**config.mk**
```make
export PLATFORM = sky130hd
export DESIGN_NAME = maxpool2x2_stream
export DESIGN_NICKNAME = d
export VERILOG_FILES = /design/src/rtl/cnn_pkg.sv /design/src/rtl/pool_line_buf.sv /design/src/rtl/maxpool2x2_stream.sv
export SDC_FILE = /design/constraint.sdc
export NUM_CORES = 1
export LEC_CHECK = 0
export CAP_MARGIN = 15
export CORE_MARGIN = 2
export CORE_UTILIZATION = 35
export DETAILED_ROUTE_END_ITERATION = 10
export GPL_ROUTABILITY_DRIVEN = 0
export PLACE_DENSITY_LB_ADDON = 0.15
export SETUP_SLACK_MARGIN = 0.2
export SKIP_CTS_REPAIR_TIMING = 1
export SYNTH_ARGS = -nofsm -noshare
export SYNTH_HDL_FRONTEND = slang
export SYNTH_SLANG_ARGS = --single-unit
export TNS_END_PERCENT = 50
```
**constraint.sdc**
```tcl
create_clock -name clk -period 7.08 [get_ports clk]
set_clock_uncertainty 0.2 [all_clocks]
set_input_delay 1.416 -clock clk [delete_from_list [all_inputs] [get_ports clk]]
set_output_delay 1.416 -clock clk [all_outputs]
set_load 0.005 [all_outputs]
```
**src/rtl/cnn_pkg.sv**
```systemverilog
// cnn_pkg: shared CNN geometry, feature width and signed max helper.
// Used by the conv result receive path (maxpool2x2_stream, pool_line_buf).
package cnn_pkg;

  localparam int CONV1_OUT_W = 24;
  localparam int CONV1_OUT_H = 24;
  localparam int DATA_WIDTH  = 32;

  typedef logic signed [DATA_WIDTH-1:0] feat_t;

  // Two's-complement max; on a tie either operand is the same value.
  function automatic feat_t smax(input feat_t a, input feat_t b);
    return (a > b) ? a : b;
  endfunction

endpackage

```
**src/rtl/pool_line_buf.sv**
```systemverilog
// pool_line_buf: single-port DEPTH x DW register array, comb read.
// Ports: clk, i_we, i_idx (write/read index), i_wdata, o_rdata.
module pool_line_buf #(
  parameter int DEPTH = 12,
  parameter int DW    = 32,
  parameter int IW    = 4
) (
  input  logic          clk,
  input  logic          i_we,
  input  logic [IW-1:0] i_idx,
  input  logic [DW-1:0] i_wdata,
  output logic [DW-1:0] o_rdata
);

  // No reset: every even row rewrites all used entries before any read.
  logic [DW-1:0] r_mem [DEPTH];

  always_ff @(posedge clk) begin
    if (i_we) r_mem[i_idx] <= i_wdata;
  end

  assign o_rdata = r_mem[i_idx];

endmodule

```
**src/rtl/maxpool2x2_stream.sv**
```systemverilog
// maxpool2x2_stream: raster 2x2 / stride-2 signed max-pool, no backpressure.
// Ports: clk, rst (async high), valid_in/data_in in; data_out/valid_out/frame_done out.
module maxpool2x2_stream
  import cnn_pkg::*;
#(
  parameter int IN_W       = CONV1_OUT_W,
  parameter int IN_H       = CONV1_OUT_H,
  parameter int DATA_WIDTH = cnn_pkg::DATA_WIDTH
) (
  input  logic                  clk,
  input  logic                  rst,
  input  logic                  valid_in,
  input  logic [DATA_WIDTH-1:0] data_in,
  output logic [DATA_WIDTH-1:0] data_out,
  output logic                  valid_out,
  output logic                  frame_done
);

  localparam int CW    = (IN_W > 1) ? $clog2(IN_W) : 1;
  localparam int RW    = (IN_H > 1) ? $clog2(IN_H) : 1;
  localparam int DEPTH = (IN_W / 2 > 0) ? IN_W / 2 : 1;
  localparam int IW    = (DEPTH > 1) ? $clog2(DEPTH) : 1;

  logic [CW-1:0]         r_col;
  logic [RW-1:0]         r_row;
  logic [DATA_WIDTH-1:0] r_pair;
  logic [DATA_WIDTH-1:0] r_dout;
  logic                  r_vout;
  logic                  r_fdone;

  logic                  w_col_last;
  logic                  w_row_last;
  logic                  w_pair_en;
  logic                  w_wr;
  logic                  w_out;
  logic [IW-1:0]         w_idx;
  logic [DATA_WIDTH-1:0] w_rd;
  logic [DATA_WIDTH-1:0] w_hmax;
  logic [DATA_WIDTH-1:0] w_vmax;

  assign w_col_last = (r_col == CW'(IN_W - 1));
  assign w_row_last = (r_row == RW'(IN_H - 1));

  // With an odd width the last column is even and never pairs;
  // with an odd height the last row is even and never feeds an output.
  assign w_pair_en = valid_in & ~r_col[0] & ~w_col_last;
  assign w_wr      = valid_in &  r_col[0] & ~r_row[0] & ~w_row_last;
  assign w_out     = valid_in &  r_col[0] &  r_row[0];

  assign w_idx  = IW'(r_col >> 1);
  assign w_hmax = smax(r_pair, data_in);
  assign w_vmax = smax(w_hmax, w_rd);

  pool_line_buf #(
    .DEPTH (DEPTH),
    .DW    (DATA_WIDTH),
    .IW    (IW)
  ) u_lbuf (
    .clk     (clk),
    .i_we    (w_wr),
    .i_idx   (w_idx),
    .i_wdata (w_hmax),
    .o_rdata (w_rd)
  );

  always_ff @(posedge clk or posedge rst) begin
    if (rst) begin
      r_col   <= '0;
      r_row   <= '0;
      r_pair  <= '0;
      r_dout  <= '0;
      r_vout  <= 1'b0;
      r_fdone <= 1'b0;
    end else begin
      r_vout  <= w_out;
      r_fdone <= valid_in & w_col_last & w_row_last;
      if (valid_in) begin
        if (w_col_last) begin
          r_col <= '0;
          r_row <= w_row_last ? '0 : r_row + 1'b1;
        end else begin
          r_col <= r_col + 1'b1;
        end
      end
      if (w_pair_en) r_pair <= data_in;
      if (w_out)     r_dout <= w_vmax;
    end
  end

  assign data_out   = r_dout;
  assign valid_out  = r_vout;
  assign frame_done = r_fdone;

endmodule

```
Word-level counts from Yosys, hierarchy flattened
Memory sizes are Yosys's and may differ from the RTL's.
Index checks and enable logic that the tools add are counted.
Widths: inputs -> output; s select.
- logic and storage cells: 32
- register bits: 76
- input bits: 35
- memories kept: 1
- bits in writable memories: 384
- output and inout bits: 34
- add/subtract/negate cells: 2
- reductions and logical operators: 1
- $lt $le $gt $ge: 2
- bitwise logic cells: 12
- mux-type cells: 6
- equal/unequal tests: 2
- memories (memory ; depth ; bits a word ; rd ports ; clocked after Yosys merged registers in ; wr ports ; line ; text):
    u_lbuf.r_mem ; 12 ; 32 ; 1 ; 0 ; 1 ; pool_line_buf.sv:16 ; logic [DW-1:0] r_mem [DEPTH];
- operators with widths (operator ; number):
    $gt 32x32->1 ; 2
    $mux 32 ; 2
    $add 5x1->5 const B ; 2
    $eq 5x5->1 const B ; 2
    $mux 5 ; 2
    $and 1x1->1 ; 8
    $not 1->1 ; 4
    $mux 1 ; 2
    $reduce_and 2->1 ; 1

Depth between registers and ports, before layout
Gate-level depths: netlist (run 1).
- word-level depth: 5
- depth in mapped cells: 22

By module
A second synthesis (run 1) with hierarchy kept.
- cell total of the unflattened synthesis: 1458
- area total of the unflattened synthesis: 20843.7 um^2
- by module, submodules not included (module ; times used ; cells each ; seq. area each (um^2) ; area an instance (um^2)):
    pool_line_buf ; 1 ; 737 ; 11531.1 ; 14889.3
    maxpool2x2_stream ; 1 ; 721 ; 1901.8 ; 5954.5

Least setup slack after synthesis (run 1)
Ideal clock, no wire load.
- path type: input port to flip-flop
- start: input data_in[31]
- end: register r_dout[1] (netlist: data_out[1])
- data required time: 6.760 ns
- cell stages on the path: 22
- arrival time: 6.345 ns
- path buffers: 5
- path slack: 0.415 ns
- setup time: 0.120 ns
- path through: inv_1 -> ha_1 -> nand4_1 -> or4_1 -> buf_2 -> a21o_1 -> buf_4 -> and2_4 -> buf_6 -> buf_6 -> a41oi_2 -> o2111ai_1 -> ha_1 -> and3_1 -> nand3_1 -> or4_1 -> or3_1 -> and4_1 -> a211oi_2 -> buf_2 -> o31ai_1 -> a31o_1
- cells in the longest elaborated chain, start to end: 4
- RTL lines (what ; line ; text):
    from (decl) ; maxpool2x2_stream.sv:13 ; input logic [DATA_WIDTH-1:0] data_in,
    $gt 32x32->1 ; cnn_pkg.sv:13 ; return (a > b) ? a : b;
    $mux 32 ; cnn_pkg.sv:13 ;
    via u_lbuf.i_wdata[25] ; pool_line_buf.sv:11 ; input logic [DW-1:0] i_wdata,
    $gt 32x32->1 ; cnn_pkg.sv:13 ;
    $mux 32 ; cnn_pkg.sv:13 ;
    to (signal assigned) ; maxpool2x2_stream.sv:86 ; if (w_out) r_dout <= w_vmax;
    to (decl) ; maxpool2x2_stream.sv:27 ; logic [DATA_WIDTH-1:0] r_dout;
The timed path passes the listed nets, and every way through them passes these cells.
A chain may end at the register's enable or synchronous reset.

Worst setup path after layout (run 1)
- start: input data_in[7]
- end: register r_dout[17] (netlist: data_out[17])
The elaborated chain is that of the path after synthesis.

==> results of run 1 <==
-- cell families (layout without fill, tap and decap cells) --
logic type | Yosys count | count (layout)
compound gates | 311 | 311
xor+xnor | 3 | 3
fa+ha+maj | 66 | 66
buf+inv | 138 | 337
flops | 460 | 460
mux | 133 | 133
simple gates | 295 | 295
-- worst max path at each step --
stage,from,end,cells past startpoint
3_3_place_gp,data_in[30],data_out[7]$_DFFE_PP0P_,20
4_1_cts,data_in[30],data_out[1]$_DFFE_PP0P_,20
2_1_floorplan,data_in[31],data_out[1]$_DFFE_PP0P_,22
5_1_grt,data_in[23],data_out[17]$_DFFE_PP0P_,21
6_report,data_in[7],data_out[17]$_DFFE_PP0P_,21
3_5_place_dp,data_in[30],data_out[1]$_DFFE_PP0P_,20
-- cell usage in the layout (no fill, tap or decap), types with 6 or more instances in the layout --
cell | netlist | final
clkinv_1 | 0 | 6
and2_1 | 9 | 9
mux4_2 | 96 | 96
o31ai_1 | 24 | 24
buf_12 | 0 | 7
nor2_4 | 0 | 9
nor3_1 | 15 | 11
a21oi_1 | 78 | 78
o21ai_1 | 6 | 6
a31o_1 | 23 | 23
dfrtp_1 | 76 | 72
clkbuf_1 | 74 | 19
nand2_1 | 109 | 109
a31oi_1 | 9 | 9
o22a_1 | 8 | 8
nor2_1 | 48 | 38
inv_1 | 39 | 37
nand3_1 | 12 | 11
clkinv_2 | 0 | 6
a41oi_2 | 20 | 20
nand4_1 | 16 | 16
nand3b_1 | 31 | 31
clkbuf_16 | 0 | 52
buf_4 | 2 | 126
a22oi_1 | 10 | 10
o211ai_1 | 36 | 36
mux2i_1 | 33 | 33
o21ai_0 | 42 | 42
edfxtp_1 | 384 | 384
o2111ai_1 | 32 | 27
clkdlybuf4s50_1 | 0 | 67
ha_1 | 66 | 65
nand2b_1 | 35 | 35
-- worst min-delay path: stages (launching register included) --
cell and delay, ps:
dfrtp_1 380, nand2_1 60, o21ai_0 60
-- power by group through the flow --
stage	logic (W)	clock network [W]	registers, W
2_1_floorplan	0.00264	0	0.00369
3_3_place_gp	0.00405	0	0.00394
3_5_place_dp	0.00413	0	0.00395
4_1_cts	0.00414	0.00263	0.00389
5_1_grt	0.00469	0.00272	0.00392
6_report	0.00428	0.00255	0.00388
-- area by class of cell --
type | instances | area (um2) | area share
inverters | 39 | 149 | 0.00589
multi-input cells | 808 | 7300 | 0.289
flip-flops and latches | 460 | 13400 | 0.532
clock buffers | 75 | 1420 | 0.0560
well taps | 782 | 978 | 0.0387
clock inverters | 20 | 193 | 0.00762
repair buffers | 203 | 1810 | 0.0714
-- registers in the layout, summed over array words and instances (netlist names) --
signal / flops
frame_done: 1
valid_out: 1
u_lbuf.r_mem: 384
r_row: 5
r_pair: 32
data_out: 32
r_col: 5
-- routing by layer --
metal / global-route usage / share of wire / vias up
met5: 0 / 0 / -
met1: 0.268 / 0.47 / 6800
met3: 0.0359 / 0.054 / 72
met2: 0.289 / 0.46 / 311
met4: 0.0435 / 0.018 / 0
li1: - / - / 5929
-- per-stage QoR --
stage	area [um2]	setup TNS [ps]
3_5_place_dp	23600	-7950
3_3_place_gp	23600	-5770
6_report	25300	0
4_1_cts	25200	0
2_1_floorplan	21100	0
5_1_grt	25300	0
==> run summary, run 1 <==
Clk sinks -> 460
Main synth FF type -> edfxtp_1
Post-layout util -> 0.421
Post-synthesis simple-gate area fraction -> 0.0698
Pwr dens -> 424 nW/um2
Flop pwr share -> 0.362
Hold path startpoint -> r_row[4]$_DFFE_PP0P_
Core region area -> 60000 um2
Ant diodes -> 0
PnR worst setup slack -> 391 ps
Initial DRC Count -> 1175
Fraction of the mapped netlist area in adder cells -> 0.0390
Synth Area in Compound Gates -> 0.108
Die Y-Extent -> 250 um
Max incr delay on CP -> 600 ps
CTS tree -> done
Clk Latency, worst-skew pair -> 610 ps
First-pass iteration count of the detailed router -> 5
Vias -> 13100
Setup slack, reg-to-reg -> 1350 ps
Net count, final -> 1664
Final WL -> 57800 um
CP delay by family, top -> simple AND/OR/NAND/NOR gates
Status -> finished, final reports clean
Most common library cells after synthesis -> edfxtp_1, nand2_1, mux4_2, a21oi_1, dfrtp_1
Clock Pin Slew Worst Setup and Hold Paths -> 60 ps
Tot GR Track Use -> 0.185
Critical path capture point type -> flop
Tightest Pin Transition -> 1120 ps
Sequential area share after synthesis -> 0.635
Fraction of layout cells with a size suffix above 1 -> 0.224
FP Rows -> 90
Critical path peak fanout -> 33
Netlist cell types -> 57
EDFF count, synth -> 384
Largest family of logic cells by synthesized area -> multiplexers
Minimum clock period -> 6690 ps
Die W -> 250 um
Async SR Flop Fraction -> 0.165
Worst path buffer plus inverter count -> 5
Synthesized area -> 21100 um2
Max-cap viol count -> 0
Initial antenna violation count -> 0
Switching Fraction -> 0.362
Slowest CP cell -> clkdlybuf4s50_1
Final Hold Viols -> 0
First-pass GRT wire length -> 86400 um
CTS max path bufs -> 3
Port bufs -> 68
Largest net degree at the start of global routing -> 129
Clk pwr share -> 0.238
Kind of start point of the critical path -> input port
Number of global-route vias before repair -> 13300
Num CTS Buffers -> 51
Register-to-Register Path Depth -> 20
Antenna-violating nets left -> 0
Fmax -> 149 MHz
Area Overhead vs Synth -> 19.6%
Mux share of post-synthesis cell area -> 0.120
Die area -> 62400 um2
Hold_ws -> 338 ps
Root buf cell -> clkbuf_16
Cell taking the most area after synthesis -> edfxtp_1
Setup CP Type -> in -> reg
WP data required -> 7420 ps
Int Pwr -> 0.00683 W
Top post-synthesis cells by area -> edfxtp_1, mux4_2, dfrtp_1, ha_1, nand2_1
Leakage power -> 8.77 nW
RSZ-0062 raised after global routing -> false
I/O pin count -> 69
Initial Util -> 0.352
Hold EP -> r_row[4]$_DFFE_PP0P_
Arrival @ worst endpoint -> 7030 ps
Total power -> 0.0107 W
Critical Path, Cell by Cell -> clkdlybuf4s50_1, inv_1, ha_1, nand4_1, or4_1, buf_12, o211ai_1, a21oi_1, a41oi_2, o2111ai_2, ha_1, and3_1, nand3_1, or4_1, or3_1, and4_1, a211oi_4, buf_4, clkbuf_16, and2_1, o22a_1
Post-Place Cells -> 2287
Slew margin rel. -> 0.250
Worst R2R End -> data_out[17]$_DFFE_PP0P_
Synthesized flop and latch total -> 460
P_sw -> 0.00388 W
Peak VDD IR -> 0.270 mV
Gate power share -> 0.400
Final Cycle Share -> 0.945
Crit Reg-Reg Startpoint -> r_pair[23]$_DFFE_PP0P_
Post-Place Setup Slack -> -311 ps
Slew Viols, Final -> 0
Post-synth top area share -> 0.545
Cell with the most instances after synthesis -> edfxtp_1
Via density -> 5.49
Fillers -> 5484
Gr ovfl total -> 0
Final setup viols -> 0
Drt drc -> 0
XOR/XNOR share of the synthesized area -> 0.00124
Syn avg cell area -> 15.0 um2
DR WL/cell -> 24.2 um
Ys Warns -> 0
Post-route insts no fill -> 2387
Synth Instances -> 1406
H-tree depth -> 2
HPWL Detailed -> 36300 um
Mapped Nets -> 1507
HP Class -> reg -> reg
Hold path depth -> 2
No activity file was read; power rests on OpenSTA's default activity.
==> run 2: changes to the inputs <==
- MAX_ROUTING_LAYER: default -> met4
==> run 2 against run 1 <==
Net effect: wire length is essentially flat; critical path type unchanged; largest cell class unchanged; core utilization is the same; final cell count is the same; critical endpoint is now data_out[14]$_DFFE_PP0P_; highest routed layer unchanged; count of clock-buffer cells in the layout is the same.
==> run summary, run 2 (synthesis gave the netlist of run 1 again) <==
Status -> finished, final reports clean
Ant diodes -> 0 (unchanged)
Final Hold Viols -> 0 (unchanged)
Peak VDD IR -> 0.262 mV (-3.0%)
Minimum clock period -> 6680 ps (-8.70 ps)
Fraction of layout cells with a size suffix above 1 -> 0.224 (unchanged)
Vias -> 13100 (-0.19%)
Gr ovfl total -> 0 (unchanged)
Critical path capture point type -> flop
Initial DRC Count -> 1135 (-3.4%)
Max reg flops -> 384 (unchanged)
Root buf cell -> clkbuf_16
Hold path startpoint -> r_row[4]$_DFFE_PP0P_
Met3 Usage GRT -> 0.0338 (-0.00209)
Initial antenna violation count -> 0 (unchanged)
Area Overhead vs Synth -> 19.6% (unchanged)
Antenna-violating nets left -> 0 (unchanged)
HPWL Detailed -> 36300 um (unchanged)
FP Rows -> 90 (unchanged)
Die W -> 250 um (unchanged)
Final Cycle Share -> 0.944 (-0.00123)
CTS max path bufs -> 3 (unchanged)
Max-cap viol count -> 0 (unchanged)
First-pass GRT wire length -> 86300 um (-0.10%)
Max incr delay on CP -> 600 ps (about the same)
Critical Path, Cell by Cell -> clkdlybuf4s50_1, inv_1, ha_1, nand4_1, or4_1, buf_12, o211ai_1, a21oi_1, a41oi_2, o2111ai_2, ha_1, and3_1, nand3_1, or4_1, or3_1, and4_1, a211oi_4, buf_4, clkbuf_16, o21ai_1, o22a_1
Pwr dens -> 424 nW/um2 (about the same)
Drt drc -> 0 (unchanged)
Net count, final -> 1664 (unchanged)
Setup CP Type -> in -> reg
Critical path peak fanout -> 33 (unchanged)
Tot GR Track Use -> 0.191 (+0.00537)
Clk Latency, worst-skew pair -> 610 ps (about the same)
Core region area -> 60000 um2 (unchanged)
Initial Util -> 0.352 (unchanged)
Design area -> 25300 um2 (unchanged)
Met1 usage -> 0.270 (+0.00179)
Post-Place Setup Slack -> -311 ps (unchanged)
CTS tree -> done
Post-layout util -> 0.421 (unchanged)
PnR worst setup slack -> 399 ps (+8.70 ps)
DP Area -> 23600 um2 (unchanged)
Largest net degree at the start of global routing -> 129 (unchanged)
Tightest Pin Transition -> 1130 ps (+6.11 ps)
GRT busiest layer -> met2
Num CTS Buffers -> 51 (unchanged)
I/O pin count -> 69 (unchanged)
Port bufs -> 68 (unchanged)
Final setup viols -> 0 (unchanged)
Leakage power -> 8.77 nW (unchanged)
Slowest CP cell -> or4_1
Total power -> 0.0107 W (about the same)
Via density -> 5.48 (-0.19%)
RSZ-0062 raised after global routing -> false
Biggest register -> u_lbuf.r_mem
Global routing met2 resource utilization -> 0.288 (-0.00143)
H-tree depth -> 2 (unchanged)
First-pass iteration count of the detailed router -> 6 (+1)
Slew margin rel. -> 0.246 (-0.00408)
Final WL -> 57700 um (about the same)
Kind of start point of the critical path -> input port
Worst Setup SP -> data_in[7]
Fmax -> 150 MHz (+0.13%)
Most frequent cells in the layout -> edfxtp_1, buf_4, nand2_1
Clk sinks -> 460 (unchanged)
WP data required -> 7370 ps (-50 ps)
CP delay by family, top -> simple AND/OR/NAND/NOR gates
Most common cell after layout, fill and taps aside -> edfxtp_1
Slew Viols, Final -> 0 (unchanged)
Number of global-route vias before repair -> 13200 (-0.18%)
Worst path buffer plus inverter count -> 5 (unchanged)
Hold_ws -> 338 ps (-0.522 ps)
Die area -> 62400 um2 (unchanged)
Die Y-Extent -> 250 um (unchanged)
HP Class -> reg -> reg
Crit Reg-Reg Startpoint -> r_pair[23]$_DFFE_PP0P_
DR WL/cell -> 24.2 um (about the same)
Clock Pin Slew Worst Setup and Hold Paths -> 60 ps (about the same)
Arrival @ worst endpoint -> 6970 ps (-60 ps)
==> run 2: path summary, 6_finish.rpt <==
kind                                                  to  slack, ps  cells after the start
max in group asynchronous           r_col[2]$_DFFE_PP0P_       4540                      3
worst max register to register  data_out[14]$_DFFE_PP0P_       1360                     20
worst min register to register      r_row[4]$_DFFE_PP0P_        340                      2
worst max-delay path            data_out[14]$_DFFE_PP0P_        400                     21
min in group asynchronous         r_pair[23]$_DFFE_PP0P_       1030                      2
worst min-delay path                r_row[4]$_DFFE_PP0P_        340                      2
==> run 2: area by class of cell <==
type	count	area (um2)
Timing Repair Buffer	203	1810
Clock buffer	75	1420
Multi-Input combinational cell	808	7300
Tap cell	782	978
Fill cell	5484	34700
Sequential cell	460	13400
Clock inverter	20	193
Inverter	39	149
==> run 2: per-layer routing <==
layer  wire (um)  part of all wire  vias to the layer above
met3        2870             0.050                       71
li1            -                 -                     5926
met4        1060             0.018                        0
met1       27300              0.47                     6794
met2       26500              0.46                      296
met5           0                 0                        -
==> run 2: worst reg2reg max path: cells and delay by family, from the launching register on <==
kind,cells,cell delay (ps)
adders and majority gates,2,800
and+or+nand+nor,4,1190
AOI/OAI and AO/OA,9,1970
buffers and inverters,5,1060
DFF,1,420
==> run 2: power by group <==
| group | internal, W | switching (W) |
|---|---|---|
| Sequential | 0.00353 | 0.000351 |
| Clock | 0.00147 | 0.00109 |
| Combinational | 0.00183 | 0.00245 |
| Total | 0.00683 | 0.00388 |
==> run 2: through the flow <==
stage,setup TNS (ps),cells
2_1_floorplan,0,1406
3_3_place_gp,-5770,2287
3_5_place_dp,-7950,2287
4_1_cts,0,2382
5_1_grt,0,2387
6_report,0,2387
==> run 3: changes to the inputs <==
- CAP_MARGIN: 15 -> 0
- SETUP_SLACK_MARGIN: 0.2 -> 0.02
==> run 3 against run 2 <==
Net effect: maximum frequency shrank 1.8%; via count is 0.31% lower; final cell count fell by 0.21%; worst hold slack about the same; count of clock-buffer cells in the layout did not move; final area shrank 0.38%; non-clock buffer count fell by 5; core utilization is 0.16 points lower; clock power is essentially flat; combinational power is 4% lower.
==> run summary, run 3 (synthesis gave the netlist of run 1 again) <==
Status -> finished, final reports clean
Antenna-violating nets left -> 0 (unchanged)
Initial antenna violation count -> 0 (unchanged)
CTS max path bufs -> 3 (unchanged)
Flop pwr share -> 0.368 (+0.006)
Peak VDD IR -> 0.260 mV (-0.89%)
Final WL -> 57300 um (-0.77%)
Arrival @ worst endpoint -> 7080 ps (+110 ps)
Clk pwr share -> 0.242 (+0.003)
Initial Util -> 0.352 (unchanged)
Minimum clock period -> 6800 ps (+119 ps)
Fmax -> 147 MHz (-1.8%)
Fraction of layout cells with a size suffix above 1 -> 0.218 (-0.00618)
Via density -> 5.48 (about the same)
Initial DRC Count -> 1189 (+4.8%)
Hold EP -> r_row[4]$_DFFE_PP0P_
Die area -> 62400 um2 (unchanged)
CP delay by family, top -> simple AND/OR/NAND/NOR gates
CTS tree -> done
P_sw -> 0.00380 W (-2.1%)
Int Pwr -> 0.00674 W (-1.4%)
Max-cap viol count -> 0 (unchanged)
Worst path buffer plus inverter count -> 4 (-1)
Critical path peak fanout -> 23 (-30%)
Vias -> 13000 (-0.31%)
Setup CP Type -> in -> reg
Gate power share -> 0.390 (-0.009)
Fillers -> 5485 (+0.018%)
First-pass iteration count of the detailed router -> 6 (unchanged)
Net count, final -> 1659 (-0.30%)
Port bufs -> 68 (unchanged)
Clk Latency, worst-skew pair -> 610 ps (about the same)
Final Hold Viols -> 0 (unchanged)
Die W -> 250 um (unchanged)
Number of global-route vias before repair -> 13200 (unchanged)
Gr ovfl total -> 0 (unchanged)
Area Overhead vs Synth -> 19.1%
I/O pin count -> 69 (unchanged)
Hold path depth -> 2 (unchanged)
Largest net degree at the start of global routing -> 129 (unchanged)
Hold path startpoint -> r_row[4]$_DFFE_PP0P_
Die Y-Extent -> 250 um (unchanged)
HPWL Detailed -> 36300 um (unchanged)
HP Class -> reg -> reg
Biggest register -> u_lbuf.r_mem
First-pass GRT wire length -> 86300 um (unchanged)
Area occupied by multi-input gates -> 7270 um2 (-0.48%)
Drt drc -> 0 (unchanged)
Switching Fraction -> 0.361 (-0.00165)
Clock Pin Slew Worst Setup and Hold Paths -> 60 ps (about the same)
Crit Reg-Reg Startpoint -> r_pair[31]$_DFFE_PP0P_
Slew Viols, Final -> 0 (unchanged)
Most common cell after layout, fill and taps aside -> edfxtp_1
Setup slack, reg-to-reg -> 1290 ps (-70 ps)
Register area -> 13400 um2 (unchanged)
Final setup viols -> 0 (unchanged)
Ant diodes -> 0 (unchanged)
Setup TNS -> 0 ps (unchanged)
Final Cycle Share -> 0.960 (+0.0168)
Register-to-Register Path Depth -> 18 (-10%)
WP data required -> 7360 ps (about the same)
Clk sinks -> 460 (unchanged)
Root buf cell -> clkbuf_16
Tightest Pin Transition -> 1120 ps (-14.6 ps)
Kind of start point of the critical path -> input port
H-tree depth -> 2 (unchanged)
Tot GR Track Use -> 0.191 (unchanged)
Max reg flops -> 384 (unchanged)
Most frequent cells in the layout -> edfxtp_1, buf_4, nand2_1
Hold_ws -> 338 ps (+0.0480 ps)
DR WL/cell -> 24.1 um (-0.56%)
Num CTS Buffers -> 51 (unchanged)
Leakage power -> 8.71 nW (-0.64%)
Pwr dens -> 418 nW/um2 (-1.2%)
Worst R2R End -> data_out[4]$_DFFE_PP0P_
Slowest CP cell -> or4_1
Slew margin rel. -> 0.256 (+0.00971)
Critical Path, Cell by Cell -> clkdlybuf4s50_1, inv_1, ha_1, nand4_1, or4_1, buf_4, o211ai_1, a21oi_1, a41oi_2, o2111ai_1, ha_1, and3_1, nand3_1, or4_1, or3_1, and4_1, a211oi_4, buf_4, o31ai_1, a31o_1
Critical path capture point type -> flop
RSZ-0062 raised after global routing -> false
Core region area -> 60000 um2 (unchanged)
Max incr delay on CP -> 640 ps (+40 ps)
FP Rows -> 90 (unchanged)
[run 3: changes by cell type in the layout (fill, tap and decap cells not counted), sizes merged]
cell / before / now
dlymetal6s2s: 1 / 0
buf: 134 / 130
clkbuf: 76 / 75
clkdlybuf4s50: 67 / 68
[run 3: routing by layer]
layer / vias up / track usage / wire length, um
li1: 5923 / - / -
met5: - / - / 0
met1: 6740 / 0.270 / 27200
met4: 0 / 0.0435 / 1160
met3: 78 / 0.0338 / 2860
met2: 306 / 0.288 / 26100
[run 3: how the worst max path moves through the flow]
stage                                         end         from  cells past startpoint
after detailed placement  data_out[1]$_DFFE_PP0P_  data_in[30]                     20
after global routing      data_out[4]$_DFFE_PP0P_  data_in[30]                     21
after floorplan           data_out[1]$_DFFE_PP0P_  data_in[31]                     22
final                     data_out[4]$_DFFE_PP0P_  data_in[30]                     20
after CTS                 data_out[1]$_DFFE_PP0P_  data_in[30]                     20
after global placement    data_out[7]$_DFFE_PP0P_  data_in[30]                     20
[run 3: layout make-up]
cell class,count,area share
clock buffer,75,0.0562
clock inverter,20,0.00765
inverter,39,0.00591
multi-input combinational,808,0.289
sequential,460,0.534
tap,782,0.0388
timing repair buffer,198,0.0692
[run 3: worst register-to-register path: cells and delay by family (launching register included)]
family,cells,cell delay (ps)
AO/OA/AOI/OAI,7,1430
adder cells (fa/ha/maj),2,720
flip-flops,1,460
buffers and inverters,2,560
AND/OR/NAND/NOR,7,2320
[run 3: stage by stage]
| stage | power [W] | util | area, um2 | instances | setup WS, ps |
|---|---|---|---|---|---|
| 2_1_floorplan | 0.00634 | - | 21100 | 1406 | 415 |
| 3_3_place_gp | 0.00799 | 0.393 | 23600 | 2287 | -236 |
| 3_5_place_dp | 0.00808 | 0.393 | 23600 | 2287 | -311 |
| 4_1_cts | 0.0107 | 0.420 | 25200 | 2382 | 318 |
| 5_1_grt | 0.0112 | 0.420 | 25200 | 2382 | 40.8 |
| 6_report | 0.0105 | 0.420 | 25200 | 2382 | 280 |
[run 3: power groups by stage]
| stage | Combinational (W) | Sequential, W | Clock (W) |
|---|---|---|---|
| 4_1_cts | 0.00414 | 0.00389 | 0.00263 |
| 2_1_floorplan | 0.00264 | 0.00369 | 0 |
| 3_3_place_gp | 0.00405 | 0.00394 | 0 |
| 3_5_place_dp | 0.00413 | 0.00395 | 0 |
| 6_report | 0.00411 | 0.00388 | 0.00256 |
| 5_1_grt | 0.00452 | 0.00392 | 0.00272 |
